--- src/rtl/err_eval_pkg.sv ---
// Shared widths, sequencer state encoding and the metric record for the
// approximate-squarer error evaluation sweep.
package err_eval_pkg;

  localparam int unsigned IN_W  = 12;
  localparam int unsigned OUT_W = 14;
  localparam int unsigned ACC_W = IN_W + OUT_W;

  typedef enum logic [1:0] {
    IDLE  = 2'd0,
    RUN   = 2'd1,
    DRAIN = 2'd2,
    DONE  = 2'd3
  } state_t;

  typedef struct packed {
    logic [IN_W:0]    err_count;
    logic [ACC_W-1:0] sum_abs_err;
    logic [OUT_W-1:0] max_abs_err;
    logic [IN_W-1:0]  worst_vec;
  } metrics_t;

endpackage

--- src/rtl/err_abs_diff.sv ---
// Combinational |a-b| for two unsigned operands, with a flag that is set
// whenever the operands differ.
module err_abs_diff #(
  parameter int unsigned W = 14
) (
  input  logic [W-1:0] a,
  input  logic [W-1:0] b,
  output logic [W-1:0] abs_diff,
  output logic         nonzero
);

  logic [W:0] diff;

  // The borrow bit picks between the difference and its two's complement;
  // either way the magnitude fits in W bits.
  always_comb begin
    diff     = {1'b0, a} - {1'b0, b};
    abs_diff = diff[W] ? (~diff[W-1:0] + W'(1)) : diff[W-1:0];
    nonzero  = |abs_diff;
  end

endmodule

--- src/rtl/err_eval_sweep_ctrl.sv ---
// Sweeps every input vector through the approximate and exact squarers and
// accumulates mismatch count, sum / max absolute error and the worst vector.
module err_eval_sweep_ctrl
  import err_eval_pkg::*;
(
  input  logic             clk,
  input  logic             rst_n,
  input  logic             start,
  input  logic             abort,
  output logic [IN_W-1:0]  vec_out,
  input  logic [OUT_W-1:0] approx_in,
  input  logic [OUT_W-1:0] exact_in,
  output logic             busy,
  output logic             done,
  output logic             complete,
  output logic [IN_W:0]    err_count,
  output logic [ACC_W-1:0] sum_abs_err,
  output logic [OUT_W-1:0] max_abs_err,
  output logic [IN_W-1:0]  worst_vec
);

  state_t           state;
  metrics_t         met;
  metrics_t         met_nxt;
  logic             p1_valid;
  logic [IN_W-1:0]  p1_vec;
  logic [OUT_W-1:0] p1_approx;
  logic [OUT_W-1:0] p1_exact;
  logic [OUT_W-1:0] d;
  logic             d_nz;

  err_abs_diff #(
    .W(OUT_W)
  ) u_abs_diff (
    .a        (p1_approx),
    .b        (p1_exact),
    .abs_diff (d),
    .nonzero  (d_nz)
  );

  // Strictly-greater update keeps the lowest vector on ties.
  always_comb begin
    met_nxt = met;
    if (d_nz) begin
      met_nxt.err_count = met.err_count + (IN_W+1)'(1);
    end
    met_nxt.sum_abs_err = met.sum_abs_err + ACC_W'(d);
    if (d > met.max_abs_err) begin
      met_nxt.max_abs_err = d;
      met_nxt.worst_vec   = p1_vec;
    end
  end

  always_ff @(posedge clk) begin
    if (!rst_n) begin
      state     <= IDLE;
      vec_out   <= '0;
      met       <= '0;
      busy      <= 1'b0;
      done      <= 1'b0;
      complete  <= 1'b0;
      p1_valid  <= 1'b0;
      p1_vec    <= '0;
      p1_approx <= '0;
      p1_exact  <= '0;
    end else begin
      done <= 1'b0;
      case (state)
        IDLE: begin
          p1_valid <= 1'b0;
          if (start) begin
            met      <= '0;
            complete <= 1'b0;
            vec_out  <= '0;
            busy     <= 1'b1;
            state    <= RUN;
          end
        end
        RUN: begin
          if (abort) begin
            p1_valid <= 1'b0;
            busy     <= 1'b0;
            state    <= IDLE;
          end else begin
            if (p1_valid) begin
              met <= met_nxt;
            end
            p1_valid  <= 1'b1;
            p1_vec    <= vec_out;
            p1_approx <= approx_in;
            p1_exact  <= exact_in;
            if (vec_out == '1) begin
              state <= DRAIN;
            end else begin
              vec_out <= vec_out + IN_W'(1);
            end
          end
        end
        DRAIN: begin
          p1_valid <= 1'b0;
          if (abort) begin
            busy  <= 1'b0;
            state <= IDLE;
          end else begin
            // The last vector is still pending in P1 and is folded in here.
            if (p1_valid) begin
              met <= met_nxt;
            end
            busy     <= 1'b0;
            done     <= 1'b1;
            complete <= 1'b1;
            state    <= DONE;
          end
        end
        DONE: begin
          state <= IDLE;
        end
        default: begin
          state <= IDLE;
        end
      endcase
    end
  end

  assign err_count   = met.err_count;
  assign sum_abs_err = met.sum_abs_err;
  assign max_abs_err = met.max_abs_err;
  assign worst_vec   = met.worst_vec;

endmodule

--- config.mk ---
export PLATFORM = sky130hd
export DESIGN_NAME = err_eval_sweep_ctrl
export DESIGN_NICKNAME = d
export VERILOG_FILES = /design/src/rtl/err_eval_pkg.sv /design/src/rtl/err_abs_diff.sv /design/src/rtl/err_eval_sweep_ctrl.sv
export SDC_FILE = /design/constraint.sdc
export NUM_CORES = 1
export LEC_CHECK = 0
export CAP_MARGIN = 30
export CORE_ASPECT_RATIO = 2
export CORE_MARGIN = 3
export CORE_UTILIZATION = 45
export DETAILED_ROUTE_END_ITERATION = 7
export HOLD_SLACK_MARGIN = 0.06
export PLACE_DENSITY = 0.69
export SYNTH_ARGS = -nofsm -noshare
export SYNTH_HDL_FRONTEND = slang
export SYNTH_SLANG_ARGS = --single-unit
--- constraint.sdc ---
create_clock -name clk -period 13.6 [get_ports clk]
set_input_delay 2.72 -clock clk [delete_from_list [all_inputs] [get_ports clk]]
set_output_delay 2.72 -clock clk [all_outputs]
set_load 0.01 [all_outputs]
==> results of run 1 <==
## flip-flops by register name (all words and copies together), names as in the netlist
name and cells:
busy 1, complete 1, done 1, err_count 13
max_abs_err 14, p1_approx 14, p1_exact 14, p1_valid 1
p1_vec 12, state 2, sum_abs_err 26, vec_out 12
worst_vec 12
## kinds of logic (layout without fill, tap and decap cells)
| logic type | Yosys count | count (layout) | synth area share, % |
|---|---|---|---|
| xor gates and xnor gates | 52 | 52 | 6.62 |
| buffers and inverters | 77 | 193 | 4.28 |
| adders and majority gates | 52 | 52 | 9.53 |
| muxes | 1 | 1 | 0.143 |
| AOI/OAI and AO/OA | 210 | 210 | 19.7 |
| DFF | 123 | 123 | 35.2 |
| and+or+nand+nor | 341 | 341 | 24.5 |
## through the flow
step / total power [mW] / hold WS, ns / worst slack, ns / instances / instance area (um2)
finish: 1.49 / 0.464 / 7.67 / 1167 / 8860
global route: 1.59 / 0.479 / 7.24 / 1167 / 8860
CTS: 1.50 / 0.469 / 7.73 / 1167 / 8860
detailed placement: 1.03 / 0.460 / 7.81 / 1135 / 8250
global placement: 1.03 / 0.454 / 7.92 / 1134 / 8250
floorplan: 0.864 / 0.443 / 8.73 / 856 / 6990
## cells in the final DEF (no fill, tap or decap), drive strengths merged, types with 15 or more instances in the layout
cell type	count
nor2b	37
a21boi	49
nand2	120
clkdlybuf4s50	110
and2	22
a21oi	37
clkbuf	17
dfxtp	123
xnor2	32
nor2	47
nand3	33
or3	15
xor2	20
inv	52
o21ai	53
ha	50
a22oi	26
## routing by layer
metal  GRT usage [%]  wire length [um]  vias to the layer above
met5               0                 0                        -
met4            11.5               775                        0
met3            4.00               661                       54
met2            39.2              9490                      157
met1            22.9              6870                     2897
li1                -                 -                     3189
## power breakdown
part | internal [mW] | switching, mW
clock network | 0.277 | 0.187
logic | 0.255 | 0.388
registers | 0.374 | 0.0123
total | 0.906 | 0.587
## worst max-delay path, stage by stage (launching register included)
cell	delay, ns
sky130_fd_sc_hd__dfxtp_1	0.33
sky130_fd_sc_hd__inv_1	0.05
sky130_fd_sc_hd__ha_1	0.22
sky130_fd_sc_hd__fa_1	0.45
sky130_fd_sc_hd__xor2_1	0.38
sky130_fd_sc_hd__nand3_1	0.18
sky130_fd_sc_hd__nor3_1	0.48
sky130_fd_sc_hd__nand2_1	0.16
sky130_fd_sc_hd__o21ai_0	0.23
sky130_fd_sc_hd__xor2_1	0.37
sky130_fd_sc_hd__ha_1	0.33
sky130_fd_sc_hd__a21o_1	0.16
sky130_fd_sc_hd__a21o_1	0.17
sky130_fd_sc_hd__a21o_1	0.17
sky130_fd_sc_hd__a21o_1	0.16
sky130_fd_sc_hd__a21o_1	0.16
sky130_fd_sc_hd__a21oi_1	0.13
sky130_fd_sc_hd__nor2b_1	0.06
sky130_fd_sc_hd__o311ai_0	0.41
sky130_fd_sc_hd__and2_1	0.91
sky130_fd_sc_hd__a22oi_1	0.17
sky130_fd_sc_hd__nor2b_1	0.19
## layout make-up
cell class,instances,area (um2),area share [%]
repair buffers,117,1150,13.0
inverters,44,165,1.86
flip-flops and latches,123,2460,27.8
clock buffers,17,425,4.80
clock inverters,15,178,2.01
multi-input cells,656,4230,47.8
well taps,195,244,2.75
## path summary, 6_finish.rpt
check / depth (start not counted) / endpoint / slack, ns / startpoint
min reg2reg: 2 / p1_exact[4] / 0.46 / p1_exact[4]
max: 21 / worst_vec[5] / 7.67 / p1_approx[0]
max reg2reg: 21 / worst_vec[5] / 7.67 / p1_approx[0]
min: 2 / p1_exact[4] / 0.46 / p1_exact[4]
==> results.toml, run 1 <==
[cells_and_area]
antenna_cells = 0
final_nets = 1043
finalCoreUtilization_pct = 58.8
post_route_cells_drive_above_1_share_pct = 5.56
fillers = 1418
area_growth_syn_to_fin_pct = 26.8

[worst_setup_path]
crit_path_start_kind = "flip-flop"
timing.setup.critical_path_class = "flip-flop to flip-flop"
critical_path_required_ns = 13.94
critPathCaptureType = "flip-flop"
crit_arrival_ns = 6.27
path_max_fanout = 26

[timing]
worst-slew-pin-transition_ns = 1.08
finalMaxSlewViolations = 0
setup_viol_count_final = 0
period_needed_ns = 5.93
rsz_0062_raised_after_global_routing = "false"
setup_skew_after_layout_ns = 0.0121
final.period_utilization_pct = 43.6
slew_headroom_pct = 28.2
fin_tns_setup_ns = 0
timing_hold_violations_final = 0
highest_clock_rate_mhz = 169

[clock_tree]
cts_tree = "done"
cts_setup_buffers = 0
clock_path_buffers = 2
cts-root-buf = "sky130_fd_sc_hd__clkbuf_16"
clock_tree.htree_level_count = 4
worstSkewPairLatency_ns = 0.42
cts_resized = 0
cts_hold_buffers = 0
clkSlewWorstSetupHoldPaths_ns = 0.06
number_of_buffers_inserted_during_clock_tree_synthesis = 17
clock_sinks = 123

[flow_run]
drv_cap = 0

[detailed_routing]
average_wire_length_per_cell_after_detail_routing_um = 15.2
drt.antenna.violating_nets = 0
firstDrtPassIters = 5
post-route-drc-count = 0
vias = 6297
via_per_inst = 5.40
drt_first_iter_violations = 226
wl_um = 17800

[synthesis]
postSynthNetCount = 940
ys_async_sr_fraction_pct = 0
yosys_register_bits = 123
yosys_top_cell_by_area = "sky130_fd_sc_hd__dfxtp_1"
synth_sequential_area_ratio_pct = 35.2
synth.most_common_cell = "sky130_fd_sc_hd__dfxtp_1"
most_used_standard_cells_in_the_synthesized_netlist = "123 x sky130_fd_sc_hd__dfxtp_1, 120 x sky130_fd_sc_hd__nand2_1, 50 x sky130_fd_sc_hd__ha_1, 48 x sky130_fd_sc_hd__a21boi_0, 47 x sky130_fd_sc_hd__nor2_1"
syn-mean-instance-area_um2 = 8.16
synth.area.top_cells = "sky130_fd_sc_hd__dfxtp_1 35%, sky130_fd_sc_hd__ha_1 9.0%, sky130_fd_sc_hd__nand2_1 6.4%"
synthDominantCellAreaShare_pct = 35.2
yosysUniqueCellTypes = 57
dominantRegCellSynth = "sky130_fd_sc_hd__dfxtp_1"
yosysWarnings = 0
post_synth_edffs = 0
syn-cell-area_um2 = 6990
syn-instance-count = 856

[pwr]
vdd.ir_drop.worst_v = 0.000108
leakagePower_nw = 3.19
power_per_cell_area_nw_per_um2 = 169

[die]
initial_utilization_pct = 46.4
io_pins = 112
core-area_um2 = 15100
die_area_um2 = 17200
dieHeight_um = 182
fp-row-count = 63
die_w_um = 94.1

[hold_path]
hold_path_class = "flip-flop to flip-flop"

[placed_design]
gp_routability_congestion = 0.832
hpwlAfterDp_um = 13300
place.port_buffers = 111

[grt]
grt_antenna_before_repair = 0
grt_max_degree = 96
grt.overflow.total = 0
grt_pass1_vias = 6187
gr-usage-all-layers_pct = 21.6
grt_pass1_wl_um = 29800

[run_status]
outcome = "finished, final reports clean"
(Power assumes the default switching activity.)
==> run 2, diff against run 1 <==
--- a/config.mk
+++ b/config.mk
@@ -11,7 +11,7 @@
 export CORE_UTILIZATION = 45
 export DETAILED_ROUTE_END_ITERATION = 7
 export HOLD_SLACK_MARGIN = 0.06
-export PLACE_DENSITY = 0.69
+export PLACE_DENSITY = 0.72
 export SYNTH_ARGS = -nofsm -noshare
 export SYNTH_HDL_FRONTEND = slang
 export SYNTH_SLANG_ARGS = --single-unit
==> constraint.sdc (replaced) <==
create_clock -name clk -period 5 [get_ports clk]
set_input_delay 1 -clock clk [delete_from_list [all_inputs] [get_ports clk]]
set_output_delay 1 -clock clk [all_outputs]
set_load 0.01 [all_outputs]
==> run 2 against run 1 <==
  * Routed wire length up 4.2%
  * Hold slack gained 0.00055 ns
  * Critical path depth shrank 3
  * Count of clock-buffer cells in the layout did not move
  * Non-clock buffer count is 30 higher
  * Clock power grew to 2.9 times the previous value
  * Global-route usage increased by 0.53 points
  * Critical path type unchanged
  * Largest cell class unchanged
  * Largest power group unchanged
  * Highest routed layer unchanged
==> results.toml, run 2 (synthesis gave the netlist of run 1 again) <==
[clock_tree]
number_of_buffers_inserted_during_clock_tree_synthesis = 17
clock_tree.htree_level_count = 4
cts_tree = "done"
worstSkewPairLatency_ns = 0.42
clock_sinks = 123
cts-root-buf = "sky130_fd_sc_hd__clkbuf_16"
clock_path_buffers = 2
cts_hold_buffers = 0
clkSlewWorstSetupHoldPaths_ns = 0.06

[grt]
grt_max_degree = 94
grt_busiest_layer = "met2"
groute.layer.met3.usage_pct = 4.29
grt_pass1_wl_um = 29900
grt.overflow.total = 0
grt_antenna_before_repair = 0
gr-usage-all-layers_pct = 22.1
grt_pass1_vias = 6221
gr-usage-met1_pct = 22.2
global_route.usage.met2_pct = 41.8

[die]
io_pins = 112
dieHeight_um = 182
die_w_um = 94.1
initial_utilization_pct = 46.4
core-area_um2 = 15100
die_area_um2 = 17200
fp-row-count = 63

[timing]
slew_headroom_pct = 30.5
final.period_utilization_pct = 95.1
setup_viol_count_final = 0
rsz_0062_raised_after_global_routing = "false"
fin_tns_setup_ns = 0
setup_skew_after_layout_ns = 0.0120
period_needed_ns = 4.76
highest_clock_rate_mhz = 210
setup_slack_ns = 0.243
finalMaxSlewViolations = 0
worst-slew-pin-transition_ns = 1.04
timing_hold_violations_final = 0

[detailed_routing]
via_per_inst = 5.40
post-route-drc-count = 0
wl_um = 18600
drt.antenna.violating_nets = 0
firstDrtPassIters = 5
average_wire_length_per_cell_after_detail_routing_um = 15.5
drt_first_iter_violations = 270
vias = 6461

[cells_and_area]
area.sequential_um2 = 2460
final_common_cell = "sky130_fd_sc_hd__dfxtp_1"
post_route_cells_drive_above_1_share_pct = 9.38
fillers = 1395
area_growth_syn_to_fin_pct = 31.1
largest_register_ffs = 26
fin_area_um2 = 9160
final_nets = 1073
multi_input_area_um2 = 4280
mostFrequentLayoutCells = "123 x sky130_fd_sc_hd__dfxtp_1, 119 x sky130_fd_sc_hd__nand2_1, 110 x sky130_fd_sc_hd__clkdlybuf4s50_1"
antenna_cells = 0

[placed_design]
place.port_buffers = 111
placed_area_um2 = 8470
hpwlAfterDp_um = 14000
gp_routability_congestion = 0.873
placement.setup.worst_slack_ns = 0.180

[worst_setup_path]
path_max_fanout = 19
critPathCaptureType = "flip-flop"
critical_path_required_ns = 5.30
crit_path_start_kind = "flip-flop"
timing.setup.critical_path_class = "flip-flop to flip-flop"
critical_path.max_stage_delay_ns = 0.62
crit_arrival_ns = 5.06
critical_path.cell_chain = "inv_1, ha_1, fa_2, nor2b_4, o2111a_1, o21ai_1, xnor2_1, or4b_4, o41ai_2, xnor2_1, ha_1, nand4_1, or4_1, o311ai_2, nor2_1, buf_4, a22oi_1, nor2b_1"
critical_path.slowest_cell = "sky130_fd_sc_hd__or4b_4"

[flow_run]
drv_cap = 0

[pwr]
vdd.ir_drop.worst_v = 0.000309
leakagePower_nw = 3.35
power_per_cell_area_nw_per_um2 = 480
post_layout_power_mw = 4.39

[run_status]
outcome = "finished, final reports clean"

[hold_path]
hold_path_class = "flip-flop to flip-flop"
-- run 2: cell types whose count changed in the layout (fill, tap and decap cells not counted), sizes merged --
cell      change
buf          +30
bufinv        +2
clkinv        -1
clkinvlp      +1
inv           -2
-- run 2: critical path: cells and delay by family, from the launching register on --
kind / cells / cell delay (ns)
buf+inv: 2 / 0.26
flops: 1 / 0.32
xor+xnor: 2 / 0.42
compound gates: 5 / 1.06
fa+ha+maj: 3 / 0.95
simple gates: 6 / 1.63
-- run 2: layout make-up --
cell class	instances	share of cell area, %
repair buffers	147	15.0
flip-flops and latches	123	26.9
inverters	44	1.80
well taps	195	2.66
clock buffers	17	4.64
clock inverters	15	2.29
multi-input cells	656	46.7
-- run 2: path summary, 6_finish.rpt --
kind / slack [ns] / start / cells past startpoint / to
min reg2reg: 0.46 / p1_exact[6] / 2 / p1_exact[6]
max reg2reg: 0.24 / p1_approx[0] / 18 / worst_vec[3]
max: 0.24 / p1_approx[0] / 18 / worst_vec[3]
min: 0.46 / p1_exact[6] / 2 / p1_exact[6]
-- run 2: layer usage --
layer,vias to the layer above,wire length [um]
met3,42,713
met2,150,10400
li1,3259,-
met1,3010,6820
met4,0,656
met5,-,0
-- run 2: repair_timing --
action,in CTS,in global routing
setup endpoints to repair,0,43
resized for setup,0,14
buffers inserted,0,1
-- run 2: power breakdown --
| group | switching (mW) | leakage [nW] | internal (mW) | total [mW] |
|---|---|---|---|---|
| logic | 1.14 | 2.05 | 0.864 | 2.01 |
| registers | 0.0319 | 0.993 | 1.02 | 1.05 |
| clock network | 0.490 | 0.306 | 0.844 | 1.33 |
-- run 2: through the flow --
stage	hold WS, ns	instances	utilization [%]
final	0.465	1197	60.8
after global routing	0.480	1197	60.8
after global placement	0.453	1163	56.2
after detailed placement	0.459	1164	56.3
after CTS	0.468	1196	60.5
after floorplan	0.443	856	-
==> run 3, diff against run 2 <==
--- a/config.mk
+++ b/config.mk
@@ -11,6 +11,7 @@
 export CORE_UTILIZATION = 45
 export DETAILED_ROUTE_END_ITERATION = 7
 export HOLD_SLACK_MARGIN = 0.06
+export MAX_ROUTING_LAYER = met4
 export PLACE_DENSITY = 0.72
 export SYNTH_ARGS = -nofsm -noshare
 export SYNTH_HDL_FRONTEND = slang
==> run 3 against run 2 <==
  * Clock power about the same
  * Count of clock-buffer cells in the layout unchanged
  * Via count about the same
  * Critical path type unchanged
  * Routed wire length about the same
==> results.toml, run 3 (synthesis gave the netlist of run 1 again) <==
[grt]
grt_pass1_vias = 6223
gr-usage-met1_pct = 22.1
grt.overflow.total = 0
grt_antenna_before_repair = 0
grt_busiest_layer = "met2"
global_route.usage.met2_pct = 41.8
grt_max_degree = 94
groute.layer.met3.usage_pct = 4.04
grt_pass1_wl_um = 29800
gr-usage-all-layers_pct = 22.7

[cells_and_area]
final_nets = 1073
finalCoreUtilization_pct = 60.8
post_route_cells_drive_above_1_share_pct = 9.28
mostFrequentLayoutCells = "123 x sky130_fd_sc_hd__dfxtp_1, 119 x sky130_fd_sc_hd__nand2_1, 110 x sky130_fd_sc_hd__clkdlybuf4s50_1"
antenna_cells = 0
final_common_cell = "sky130_fd_sc_hd__dfxtp_1"
area_growth_syn_to_fin_pct = 31.0
fillers = 1397
largest_register_ffs = 26

[clock_tree]
cts_hold_buffers = 0
cts_tree = "done"
cts-root-buf = "sky130_fd_sc_hd__clkbuf_16"
number_of_buffers_inserted_during_clock_tree_synthesis = 17
clock_tree.htree_level_count = 4
clock_sinks = 123
clkSlewWorstSetupHoldPaths_ns = 0.06
worstSkewPairLatency_ns = 0.42
clock_path_buffers = 2

[hold_path]
hold_path_class = "flip-flop to flip-flop"

[flow_run]
drv_cap = 0

[worst_setup_path]
critical_path_required_ns = 5.30
critPathCaptureType = "flip-flop"
path_max_fanout = 19
crit_arrival_ns = 5.06
crit_path_start_kind = "flip-flop"
timing.setup.critical_path_class = "flip-flop to flip-flop"

[pwr]
leakagePower_nw = 3.35
vdd.ir_drop.worst_v = 0.000310
power_per_cell_area_nw_per_um2 = 480

[timing]
finalMaxSlewViolations = 0
period_needed_ns = 4.76
final.period_utilization_pct = 95.2
setup_viol_count_final = 0
rsz_0062_raised_after_global_routing = "false"
setup_skew_after_layout_ns = 0.0118
highest_clock_rate_mhz = 210
slew_headroom_pct = 29.5
timing_hold_violations_final = 0
fin_tns_setup_ns = 0
worst-slew-pin-transition_ns = 1.05

[die]
io_pins = 112
dieHeight_um = 182
fp-row-count = 63
core-area_um2 = 15100
die_area_um2 = 17200
initial_utilization_pct = 46.4
die_w_um = 94.1

[detailed_routing]
drt_first_iter_violations = 255
average_wire_length_per_cell_after_detail_routing_um = 15.5
via_per_inst = 5.39
drt.antenna.violating_nets = 0
wl_um = 18600
firstDrtPassIters = 4
post-route-drc-count = 0
vias = 6455

[run_status]
outcome = "finished, final reports clean"

[placed_design]
place.port_buffers = 111
gp_routability_congestion = 0.887
hpwlAfterDp_um = 14000
==> run 3: through the flow <==
| step | power, mW | setup slack [ns] | area [um2] | hold WS (ns) | std cells |
|---|---|---|---|---|---|
| after global placement | 3.00 | 0.222 | 8460 | 0.453 | 1163 |
| after detailed placement | 3.02 | 0.180 | 8470 | 0.459 | 1164 |
| after floorplan | 2.35 | 0.126 | 6990 | 0.443 | 856 |
| after CTS | 4.37 | 0.131 | 9100 | 0.468 | 1196 |
| after global routing | 4.65 | 0.000909 | 9160 | 0.480 | 1197 |
| final | 4.39 | 0.241 | 9160 | 0.464 | 1197 |
==> run 3: cell type report <==
cell class	count	area [um2]	share of cell area, %
multi-input cells	656	4280	46.7
flip-flops and latches	123	2460	26.9
repair buffers	147	1370	15.0
clock buffers	17	425	4.65
well taps	195	244	2.66
clock inverters	15	210	2.30
inverters	44	165	1.80
==> run 3: per-layer routing <==
layer	share of wire (%)	wire length, um	vias up
li1	-	-	3257
met5	0	0	-
met1	37	6910	3004
met4	3.6	661	0
met3	3.6	667	48
met2	56	10300	146
==> run 3: critical path: stages, from the launching register on <==
cell and delay, ns:
sky130_fd_sc_hd__dfxtp_1 0.32, sky130_fd_sc_hd__inv_1 0.04, sky130_fd_sc_hd__ha_1 0.22, sky130_fd_sc_hd__fa_2 0.39, sky130_fd_sc_hd__nor2b_4 0.14, sky130_fd_sc_hd__o2111a_1 0.24, sky130_fd_sc_hd__o21ai_1 0.11, sky130_fd_sc_hd__xnor2_1 0.24
sky130_fd_sc_hd__or4b_4 0.62, sky130_fd_sc_hd__o41ai_2 0.38, sky130_fd_sc_hd__xnor2_1 0.18, sky130_fd_sc_hd__ha_1 0.34, sky130_fd_sc_hd__nand4_1 0.15, sky130_fd_sc_hd__or4_1 0.57, sky130_fd_sc_hd__o311ai_2 0.11, sky130_fd_sc_hd__nor2_1 0.09
sky130_fd_sc_hd__buf_4 0.21, sky130_fd_sc_hd__a22oi_1 0.22, sky130_fd_sc_hd__nor2b_1 0.07
==> run 3: report_power, final <==
| group | internal [mW] | switching, mW |
|---|---|---|
| clock | 0.844 | 0.491 |
| combinational | 0.864 | 1.14 |
| sequential | 1.02 | 0.0323 |
==> run 3: path summary, 6_finish.rpt <==
path | to | start | cells after the start | slack, ns
worst min register to register | p1_exact[6] | p1_exact[6] | 2 | 0.46
worst max register to register | worst_vec[5] | p1_approx[0] | 18 | 0.24
worst max-delay path | worst_vec[5] | p1_approx[0] | 18 | 0.24
worst min-delay path | p1_exact[6] | p1_exact[6] | 2 | 0.46
==> run 3: timing repair <==
item / CTS / global route
setup buffers: 0 / 1
endpoints found under the setup margin: 0 / 43
gates resized for setup: 0 / 13
